[src/rtl/dp_seq_pkg.sv]
// Shared types and constants for the operand/accumulator datapath sequencer.
// Holds the state encoding, ALU op codes and the CE bit-position and width helpers.
package dp_seq_pkg;

    typedef enum logic [2:0] {
        ST_IDLE  = 3'd0,
        ST_CLEAR = 3'd1,
        ST_LOAD  = 3'd2,
        ST_EXEC  = 3'd3,
        ST_WRITE = 3'd4,
        ST_DONE  = 3'd5
    } state_e;

    localparam logic [2:0] OP_PASS = 3'b010;
    localparam logic [2:0] OP_ADD  = 3'b001;
    localparam logic [2:0] OP_SUB  = 3'b011;

    // CE layout: operand registers in [nsrc-1:0], then the output register, then the accumulator.
    function automatic int ce_out_idx(input int nsrc);
        return nsrc;
    endfunction

    function automatic int ce_acc_idx(input int nsrc);
        return nsrc + 1;
    endfunction

    function automatic int sel_width(input int nsrc);
        return (nsrc > 1) ? $clog2(nsrc) : 1;
    endfunction

    function automatic int ctr_width(input int nsrc, input int wr_cyc);
        int m;
        m = (nsrc > wr_cyc) ? nsrc : wr_cyc;
        return (m > 1) ? $clog2(m) : 1;
    endfunction

endpackage

[src/rtl/dp_sequencer_param_if.sv]
// Handshake and control bundle between the sequencer and whoever drives it.
// The slave modport is the sequencer's view; the master modport is the requester's view.
interface dp_sequencer_param_if
    import dp_seq_pkg::*;
#(
    parameter int NSRC = 2,
    parameter int AW   = 3,
    parameter int WW   = 3
);
    localparam int SW = sel_width(NSRC);

    logic                 start;
    logic                 hold;
    logic                 cont;
    logic [NSRC*AW-1:0]   ops;
    logic                 clr;
    logic [WW-1:0]        w;
    logic [NSRC+1:0]      ce;
    logic [SW-1:0]        sel;
    logic [AW-1:0]        s;
    logic                 busy;
    logic                 done;

    modport master (output start, hold, cont, ops,
                    input  clr, w, ce, sel, s, busy, done);

    modport slave  (input  start, hold, cont, ops,
                    output clr, w, ce, sel, s, busy, done);

endinterface

[src/rtl/dp_seq_step_ctr.sv]
// Step counter shared by the fold (EXEC) and write-out (WRITE) phases.
// It wraps to zero when it reaches the runtime limit, so each phase begins at step 0.
module dp_seq_step_ctr #(
    parameter int CW = 1
) (
    input  logic          clk,
    input  logic          rst_n,
    input  logic          clr_i,
    input  logic          en_i,
    input  logic          hold_i,
    input  logic [CW-1:0] limit_i,
    output logic [CW-1:0] cnt_o,
    output logic          term_o
);
    logic [CW-1:0] cnt_q, cnt_d;

    assign term_o = (cnt_q == limit_i);
    assign cnt_o  = cnt_q;

    always_comb begin
        cnt_d = cnt_q;
        if (clr_i) begin
            cnt_d = '0;
        end else if (en_i && !hold_i) begin
            cnt_d = term_o ? '0 : cnt_q + 1'b1;
        end
    end

    always_ff @(posedge clk or negedge rst_n) begin
        if (!rst_n) begin
            cnt_q <= '0;
        end else begin
            cnt_q <= cnt_d;
        end
    end

endmodule

[src/rtl/dp_sequencer_param.sv]
// Control sequencer: clear, load NSRC operands, fold them one per cycle, then write out.
// All outputs are decoded from registers; a stalled cycle repeats its state with the enables masked.
module dp_sequencer_param
    import dp_seq_pkg::*;
#(
    parameter int            NSRC    = 2,
    parameter int            AW      = 3,
    parameter int            WW      = 3,
    parameter logic [WW-1:0] WR_CODE = 3'b100,
    parameter int            WR_CYC  = 2
) (
    input  logic                 clk,
    input  logic                 rst_n,
    dp_sequencer_param_if.slave  bus
);
    localparam int SW     = sel_width(NSRC);
    localparam int CW     = ctr_width(NSRC, WR_CYC);
    localparam int CE_OUT = ce_out_idx(NSRC);
    localparam int CE_ACC = ce_acc_idx(NSRC);

    state_e               state_q, state_d;
    logic [NSRC*AW-1:0]   ops_q, ops_d;
    logic                 stall_q, stall_d;
    logic [CW-1:0]        step;
    logic [CW-1:0]        limit;
    logic                 term;
    logic                 ctr_clr;
    logic                 ctr_en;
    logic [AW-1:0]        op_cur;

    logic                 clr_o;
    logic [WW-1:0]        w_o;
    logic [NSRC+1:0]      ce_o;
    logic [SW-1:0]        sel_o;
    logic [AW-1:0]        s_o;
    logic                 busy_o;
    logic                 done_o;

    assign ctr_en  = (state_q == ST_EXEC) || (state_q == ST_WRITE);
    assign ctr_clr = !ctr_en;
    assign limit   = (state_q == ST_EXEC) ? CW'(NSRC - 1) : CW'(WR_CYC - 1);

    dp_seq_step_ctr #(.CW(CW)) u_step_ctr (
        .clk     (clk),
        .rst_n   (rst_n),
        .clr_i   (ctr_clr),
        .en_i    (ctr_en),
        .hold_i  (bus.hold),
        .limit_i (limit),
        .cnt_o   (step),
        .term_o  (term)
    );

    always_comb begin
        state_d = state_q;
        ops_d   = ops_q;
        stall_d = 1'b0;
        unique case (state_q)
            ST_IDLE: begin
                if (bus.start) begin
                    state_d = ST_CLEAR;
                    ops_d   = bus.ops;
                end
            end
            ST_CLEAR: begin
                if (bus.hold) stall_d = 1'b1;
                else          state_d = ST_LOAD;
            end
            ST_LOAD: begin
                if (bus.hold) stall_d = 1'b1;
                else          state_d = ST_EXEC;
            end
            ST_EXEC: begin
                if (bus.hold)  stall_d = 1'b1;
                else if (term) state_d = ST_WRITE;
            end
            ST_WRITE: begin
                if (bus.hold)  stall_d = 1'b1;
                else if (term) state_d = ST_DONE;
            end
            ST_DONE: begin
                if (bus.cont) begin
                    state_d = ST_CLEAR;
                    ops_d   = bus.ops;
                end else begin
                    state_d = ST_IDLE;
                end
            end
            default: state_d = ST_IDLE;
        endcase
    end

    always_ff @(posedge clk or negedge rst_n) begin
        if (!rst_n) begin
            state_q <= ST_IDLE;
            ops_q   <= '0;
            stall_q <= 1'b0;
        end else begin
            state_q <= state_d;
            ops_q   <= ops_d;
            stall_q <= stall_d;
        end
    end

    always_comb begin
        op_cur = '0;
        for (int k = 0; k < NSRC; k++) begin
            if (step == CW'(k)) op_cur = ops_q[k*AW +: AW];
        end
    end

    // The enables are masked on a repeated (stalled) cycle so no register is loaded twice.
    always_comb begin
        clr_o  = 1'b0;
        w_o    = '0;
        ce_o   = '0;
        sel_o  = '0;
        s_o    = '0;
        busy_o = 1'b1;
        done_o = 1'b0;
        unique case (state_q)
            ST_IDLE:  busy_o = 1'b0;
            ST_CLEAR: clr_o = !stall_q;
            ST_LOAD:  ce_o[NSRC-1:0] = {NSRC{!stall_q}};
            ST_EXEC: begin
                ce_o[CE_ACC] = !stall_q;
                sel_o        = step[SW-1:0];
                s_o          = op_cur;
            end
            ST_WRITE: begin
                w_o          = WR_CODE;
                ce_o[CE_OUT] = !stall_q;
            end
            ST_DONE:  done_o = 1'b1;
            default:  busy_o = 1'b0;
        endcase
    end

    assign bus.clr  = clr_o;
    assign bus.w    = w_o;
    assign bus.ce   = ce_o;
    assign bus.sel  = sel_o;
    assign bus.s    = s_o;
    assign bus.busy = busy_o;
    assign bus.done = done_o;

endmodule
[src/flat_wrapper.sv]
// flat-port wrapper written by rule: the top's interface ports become plain ports
module dp_sequencer_param_flat import dp_seq_pkg::*;
#(
    parameter int            NSRC    = 2,
    parameter int            AW      = 3,
    parameter int            WW      = 3,
    parameter logic [WW-1:0] WR_CODE = 3'b100,
    parameter int            WR_CYC  = 2
)
  (clk, rst_n, bus_start, bus_hold, bus_cont, bus_ops, bus_clr, bus_w, bus_ce, bus_sel, bus_s, bus_busy, bus_done);
  dp_sequencer_param_if #(.NSRC(NSRC), .AW(AW), .WW(WW)) bus_i ();
  input  logic clk;
  input  logic rst_n;
  input wire logic [$bits(bus_i.start)-1:0] bus_start;
  input wire logic [$bits(bus_i.hold)-1:0] bus_hold;
  input wire logic [$bits(bus_i.cont)-1:0] bus_cont;
  input wire logic [$bits(bus_i.ops)-1:0] bus_ops;
  output wire logic [$bits(bus_i.clr)-1:0] bus_clr;
  output wire logic [$bits(bus_i.w)-1:0] bus_w;
  output wire logic [$bits(bus_i.ce)-1:0] bus_ce;
  output wire logic [$bits(bus_i.sel)-1:0] bus_sel;
  output wire logic [$bits(bus_i.s)-1:0] bus_s;
  output wire logic [$bits(bus_i.busy)-1:0] bus_busy;
  output wire logic [$bits(bus_i.done)-1:0] bus_done;
  assign bus_i.start = bus_start;
  assign bus_i.hold = bus_hold;
  assign bus_i.cont = bus_cont;
  assign bus_i.ops = bus_ops;
  assign bus_clr = bus_i.clr;
  assign bus_w = bus_i.w;
  assign bus_ce = bus_i.ce;
  assign bus_sel = bus_i.sel;
  assign bus_s = bus_i.s;
  assign bus_busy = bus_i.busy;
  assign bus_done = bus_i.done;
  dp_sequencer_param #(.NSRC(NSRC), .AW(AW), .WW(WW), .WR_CODE(WR_CODE), .WR_CYC(WR_CYC)) u_core (.clk(clk), .rst_n(rst_n), .bus(bus_i));
endmodule
[config.mk]
export PLATFORM = sky130hd
export DESIGN_NAME = dp_sequencer_param_flat
export DESIGN_NICKNAME = d
export VERILOG_FILES = /design/src/rtl/dp_seq_pkg.sv /design/src/rtl/dp_sequencer_param_if.sv /design/src/rtl/dp_seq_step_ctr.sv /design/src/rtl/dp_sequencer_param.sv /design/src/flat_wrapper.sv
export SDC_FILE = /design/constraint.sdc
export NUM_CORES = 1
export LEC_CHECK = 0
export BUFFER_PORTS_ARGS = -buffer_cell sky130_fd_sc_hd__buf_2
export CAP_MARGIN = 5
export CORE_MARGIN = 1
export CORE_UTILIZATION = 35
export CTS_CLUSTER_SIZE = 28
export DETAILED_ROUTE_END_ITERATION = 8
export PLACE_DENSITY = 0.72
export SYNTH_ARGS = -nofsm -noshare
export SYNTH_HDL_FRONTEND = slang
export SYNTH_SLANG_ARGS = --single-unit
export TNS_END_PERCENT = 20
[constraint.sdc]
create_clock -name clk -period 1.25 [get_ports clk]
set_clock_uncertainty 0.1 [all_clocks]
set_input_delay 0.0625 -clock clk [delete_from_list [all_inputs] [get_ports clk]]
set_output_delay 0.0625 -clock clk [all_outputs]
set_load 0.05 [all_outputs]
==> results.yml, run 1 <==
run_status:
  status: "finished, violations left"
  violations: "setup timing"
clock_tree:
  clk_latency_ns: 0.26
  numCtsBuffers: 3
  cts_buffer_depth: 2
  cts_root_buf: "clkbuf_4"
  clkSinkCount: 11
  cts_tree: "done"
  clkTransAtPathRegs_ns: 0.07
  htreeDepth: 1
pwr:
  powerDensity_nw_per_um2: 2490
  p_total_mw: 2.89
  ir_worst_vdd_v: 0.00130
  p_leak_nw: 0.550
timing:
  slew_violations: 0
  fmax_ghz: 0.636
  period_share_pct: 126
  finalSetupViolations: 20
  setup_tns_ns: -5.04
  hold_viol: 0
  worst_slack_ns: -0.322
  finalCriticalPeriod_ns: 1.57
  rsz0062_at_grt: "true"
critical_path:
  rr_worst_depth: 4
  max_stage_delay_ns: 0.44
  crit_required_ns: 1.29
  path_cells: "buf_6, nor4b_4, a31o_4, mux2_4"
  worst-path-buf-inv: 1
  end_kind: "flop"
  cp-start-kind: "flop"
  path_class: "flop to flop"
  slowest_stage: "dfrtp_2"
  r2r_start: "u_core.state_q[1]$_DFFE_PN0P_"
  r2r-end: "u_core.ops_q[4]$_DFFE_PN0P_"
  cp_top_family: "flip-flops"
  worst-path-max-fanout: 6
  ff2ff_setup_slack_ns: -0.32
  cp_data_arrival_time_ns: 1.61
global_route:
  grt_first_pass_wirelength_um: 2620
  grt_overflow: 0
  grt_use_total_pct: 17.4
  antenna_found_initial: 0
  grt_pass1_vias: 634
  grt_max_degree: 12
routing:
  routed_wl_um: 1580
  vias: 610
  wl_per_cell_um: 12.2
  drt_iter0_drc: 2
  dr.pass1.iters: 2
  drc: 0
  vias_per_cell: 4.73
  ant_nets: 0
placement:
  place_congestion: 0.721
  numPortBuffers: 22
  dpl.hpwl_um: 1040
cells_and_area:
  drive_gt1_share_pct: 57.7
  syn_to_final_growth_pct: 72.5
  design.final.nets: 116
  mostFrequentLayoutCells: "buf_6, buf_2, dfrtp_1"
  diodes: 0
  final_common_cell: "buf_6"
  fillers: 152
floorplanning:
  dieHeight_um: 45.9
  boundaryPins: 25
  initial_utilization_pct: 38.2
  dieArea_um2: 2100
  coreArea_um2: 1760
  fp-row-count: 15
  die_x_um: 45.9
worst_hold_path:
  hp-class: "primary input to asynchronous set/reset pin"
synth:
  synth_area_um2: 673
  synth_area_per_cell_um2: 10.5
  seq_area_frac_synth_pct: 40.9
  synthDistinctLibCells: 27
  ys_warn_count: 0
  synth-seq-cells: 11
  syn_inst: 64
job:
  drv_cap: 0
what timing repair did:
| item | in CTS | in global routing |
|---|---|---|
| gates resized for setup | 35 | 8 |
| pin swaps | 7 | 2 |
| hold buffers | 8 | 0 |
| setup buffers | 4 | 0 |
| endpoints found under the setup margin | 21 | 22 |
| cloned | 0 | 0 |
| hold endpoints to repair | 19 | 0 |
through the flow:
stage                     std cells  setup slack [ns]  util [%]  cell area [µm²]  hold slack [ns]
final                           129            -0.322      65.8             1160           0.0965
after global placement          113            -0.175      49.7              877           -0.164
after floorplan                  65            -0.407         -              739           -0.333
after detailed placement        113            -0.210      49.7              877           -0.162
after CTS                       129            -0.316      64.5             1140           0.0889
after global routing            129            -0.373      65.8             1160            0.102
flip-flops by register name, indices dropped and copies added (netlist names):
signal / count
u_core.ops_q: 6
u_core.state_q: 3
u_core.stall_q: 1
u_core.u_step_ctr.cnt_o: 1
power by group:
| group | internal [mW] | leakage (nW) | switching (mW) |
|---|---|---|---|
| clock network | 0.123 | 0.0150 | 0.110 |
| registers | 0.518 | 0.129 | 0.164 |
| logic | 0.893 | 0.406 | 1.08 |
layout make-up:
cell class / instances / area (µm²) / area share, %
clock buffers: 4 / 26.3 / 2.26
flip-flops and latches: 11 / 278 / 23.9
inverters: 3 / 11.3 / 0.970
multi-input cells: 44 / 440 / 37.9
well taps: 25 / 31.3 / 2.69
repair buffers: 42 / 374 / 32.2
kinds of logic (layout without fill, tap and decap cells):
family                    Yosys count  count (layout)  share of synthesized area, %
AOI/OAI and AO/OA                  11              11                          12.5
xor gates and xnor gates            1               1                          1.30
buffers and inverters              10              49                          8.18
DFF                                11              11                          40.9
muxes                               9               9                          17.8
other                               1               2                         0.557
and+or+nand+nor                    21              21                          18.8
cell usage after synthesis (all sizes together):
cell	count	area, µm²
a21boi	1	7.51
a21o	2	15.0
a21oi	3	15.0
a22oi	1	7.51
a31o	1	17.5
a31oi	1	6.26
and2	1	6.26
and4	1	8.76
buf	6	40.0
clkbuf	1	3.75
conb	1	3.75
dfrtp	11	275
inv	3	11.3
mux2	6	90.1
mux2i	3	30.0
nand2	1	3.75
nand2b	3	18.8
nand3b	1	7.51
nor2	8	30.0
nor2b	1	8.76
nor3	2	10.0
nor4b	3	32.5
o21a	1	7.51
o31ai	1	7.51
xor2	1	8.76
how the worst max path moves through the flow:
stage | start | endpoint | cells after the start | slack, ns
2_1_floorplan | u_core.state_q[0]$_DFFE_PN0P_ | bus_ce[1] | 3 | -0.41
3_3_place_gp | u_core.state_q[1]$_DFFE_PN0P_ | u_core.ops_q[0]$_DFFE_PN0P_ | 3 | -0.17
3_5_place_dp | u_core.state_q[2]$_DFFE_PN0P_ | u_core.ops_q[1]$_DFFE_PN0P_ | 3 | -0.21
4_1_cts | u_core.state_q[1]$_DFFE_PN0P_ | u_core.ops_q[4]$_DFFE_PN0P_ | 4 | -0.32
5_1_grt | u_core.state_q[2]$_DFFE_PN0P_ | bus_ce[3] | 5 | -0.37
6_report | u_core.state_q[1]$_DFFE_PN0P_ | u_core.ops_q[4]$_DFFE_PN0P_ | 4 | -0.32
worst reg2reg max path: stages, from the launching register on:
cell and delay (ns):
dfrtp_2 0.44, buf_6 0.13, nor4b_4 0.26, a31o_4 0.21, mux2_4 0.32
metal layers:
| metal | part of all wire, % | global-route usage, % | vias to the layer above |
|---|---|---|---|
| met1 | 41 | 20.3 | 294 |
| met3 | 3.0 | 2.38 | 2 |
| met4 | 0.44 | 5.29 | 0 |
| met2 | 55 | 32.1 | 18 |
| met5 | 0 | 0 | - |
| li1 | - | - | 296 |
No activity file was read; power rests on OpenSTA's default activity.
==> run 2: changes to the inputs <==
--- a/config.mk
+++ b/config.mk
@@ -9,6 +9,7 @@
 export CAP_MARGIN = 5
 export CORE_MARGIN = 1
 export CORE_UTILIZATION = 35
+export CTS_BUF_LIST = sky130_fd_sc_hd__clkbuf_16
 export CTS_CLUSTER_SIZE = 28
 export DETAILED_ROUTE_END_ITERATION = 8
 export PLACE_DENSITY = 0.72
==> run 2 against run 1 <==
  * The run still ends with setup timing left
  * Combinational power shrank 3%
  * Register-to-register slack gained 0.10 ns
  * Fmax grew 2.0%
  * Hold slack gained 0.025 ns
  * Non-clock buffer count shrank 2
  * Clock power grew 140%
  * Sequential cell count is the same
  * Sequential share of layout area shrank 0.60 points
  * Global-route usage shrank 0.51 points
  * Critical path type is now flop to output port
  * Largest cell class unchanged
==> results.yml, run 2 (same netlist as run 1, synthesis figures left out) <==
routing:
  vias: 610
  ant_nets: 0
  dr.pass1.iters: 4
  routed_wl_um: 1580
  drc: 0
  wl_per_cell_um: 12.5
  drt_iter0_drc: 6
  vias_per_cell: 4.80
cells_and_area:
  mostFrequentLayoutCells: "buf_6, buf_2, dfrtp_1"
  diodes: 0
  final_core_util_pct: 67.5
  syn_to_final_growth_pct: 77.0
  design.final.nets: 114
  drive_gt1_share_pct: 57.8
  regMostFlops: "u_core.ops_q"
  final_common_cell: "buf_6"
  top_regs: "u_core.ops_q x6, u_core.state_q x3"
  largest_reg_flops: 6
clock_tree:
  cts_root_buf: "clkbuf_16"
  cts_tree: "done"
  clk_latency_ns: 0.23
  numCtsBuffers: 3
  htreeDepth: 1
  cts_buffer_depth: 2
  clkSinkCount: 11
  clkTransAtPathRegs_ns: 0.04
global_route:
  antenna_found_initial: 0
  grt_overflow: 0
  grt_max_degree: 12
  grt_first_pass_wirelength_um: 2570
  grt_pass1_vias: 634
  grt_use_total_pct: 16.8
critical_path:
  worst-path-max-fanout: 6
  cp-start-kind: "flop"
  path_class: "flop to output port"
  ff2ff_setup_slack_ns: -0.22
  cp_data_arrival_time_ns: 1.38
  crit_required_ns: 1.09
  end_kind: "output port"
floorplanning:
  initial_utilization_pct: 38.2
  die_x_um: 45.9
  fp-row-count: 15
  coreArea_um2: 1760
  boundaryPins: 25
  dieHeight_um: 45.9
  dieArea_um2: 2100
timing:
  finalCriticalPeriod_ns: 1.54
  hold_viol: 0
  worst_slack_ns: -0.292
  period_share_pct: 123
  slew_violations: 0
  rsz0062_at_grt: "true"
  fmax_ghz: 0.649
  hold_ws_ns: 0.121
  setup_tns_ns: -4.28
  finalSetupViolations: 20
run_status:
  status: "finished, violations left"
  violations: "setup timing"
worst_hold_path:
  hp-class: "primary input to flop"
pwr:
  p_leak_nw: 0.565
  ir_worst_vdd_v: 0.00157
  powerDensity_nw_per_um2: 2650
job:
  drv_cap: 0
placement:
  place_congestion: 0.721
  dpl.hpwl_um: 1040
  numPortBuffers: 22
## run 2: cell type report
cell class / count / area (µm²)
well taps: 25 / 31.3
flip-flops and latches: 11 / 278
multi-input cells: 44 / 437
clock inverters: 1 / 3.75
repair buffers: 40 / 355
fillers: 159 / 573
clock buffers: 3 / 75.1
inverters: 3 / 11.3
## run 2: final timing paths
| check | from | end | cells past startpoint |
|---|---|---|---|
| max | u_core.state_q[1]$_DFFE_PN0P_ | bus_ce[2] | 5 |
| min | bus_start | u_core.state_q[0]$_DFFE_PN0P_ | 4 |
| max reg2reg | u_core.state_q[1]$_DFFE_PN0P_ | u_core.ops_q[4]$_DFFE_PN0P_ | 3 |
| min reg2reg | u_core.ops_q[0]$_DFFE_PN0P_ | u_core.ops_q[0]$_DFFE_PN0P_ | 1 |
| max in group asynchronous | rst_n | u_core.u_step_ctr.cnt_o$_DFFE_PN0P_ | 2 |
| min in group asynchronous | rst_n | u_core.ops_q[2]$_DFFE_PN0P_ | 2 |
## run 2: through the flow
stage,power [mW],instances,worst slack [ns],cell area [µm²]
detailed placement,2.18,113,-0.210,877
global route,3.32,127,-0.354,1190
floorplan,1.90,65,-0.407,739
global placement,2.15,113,-0.175,877
finish,3.16,127,-0.292,1190
CTS,3.12,127,-0.281,1160
## run 2: critical path: stages (launching register included)
cell,delay (ns)
dfrtp_2,0.43
buf_6,0.15
nor2_2,0.19
nand2_4,0.08
nor2_2,0.13
buf_6,0.17
## run 2: routing by layer
metal	wire length, µm	vias up	GRT usage [%]
met4	0	0	5.29
met5	0	-	0
met2	906	22	32.7
met1	620	297	19.0
li1	-	291	-
met3	56	0	1.19
## run 2: timing repair
item	in CTS	in global routing
setup endpoints to repair	21	23
gates cloned	0	0
setup buffers	2	0
hold buffers	8	0
gates resized for setup	34	8
endpoints found under the hold margin	18	0
pin swaps	7	2
## run 2: power breakdown
part | leakage (nW) | internal (mW) | switching [mW]
registers | 0.129 | 0.520 | 0.158
logic | 0.393 | 0.855 | 1.07
clock network | 0.0423 | 0.419 | 0.145
total | 0.565 | 1.79 | 1.37
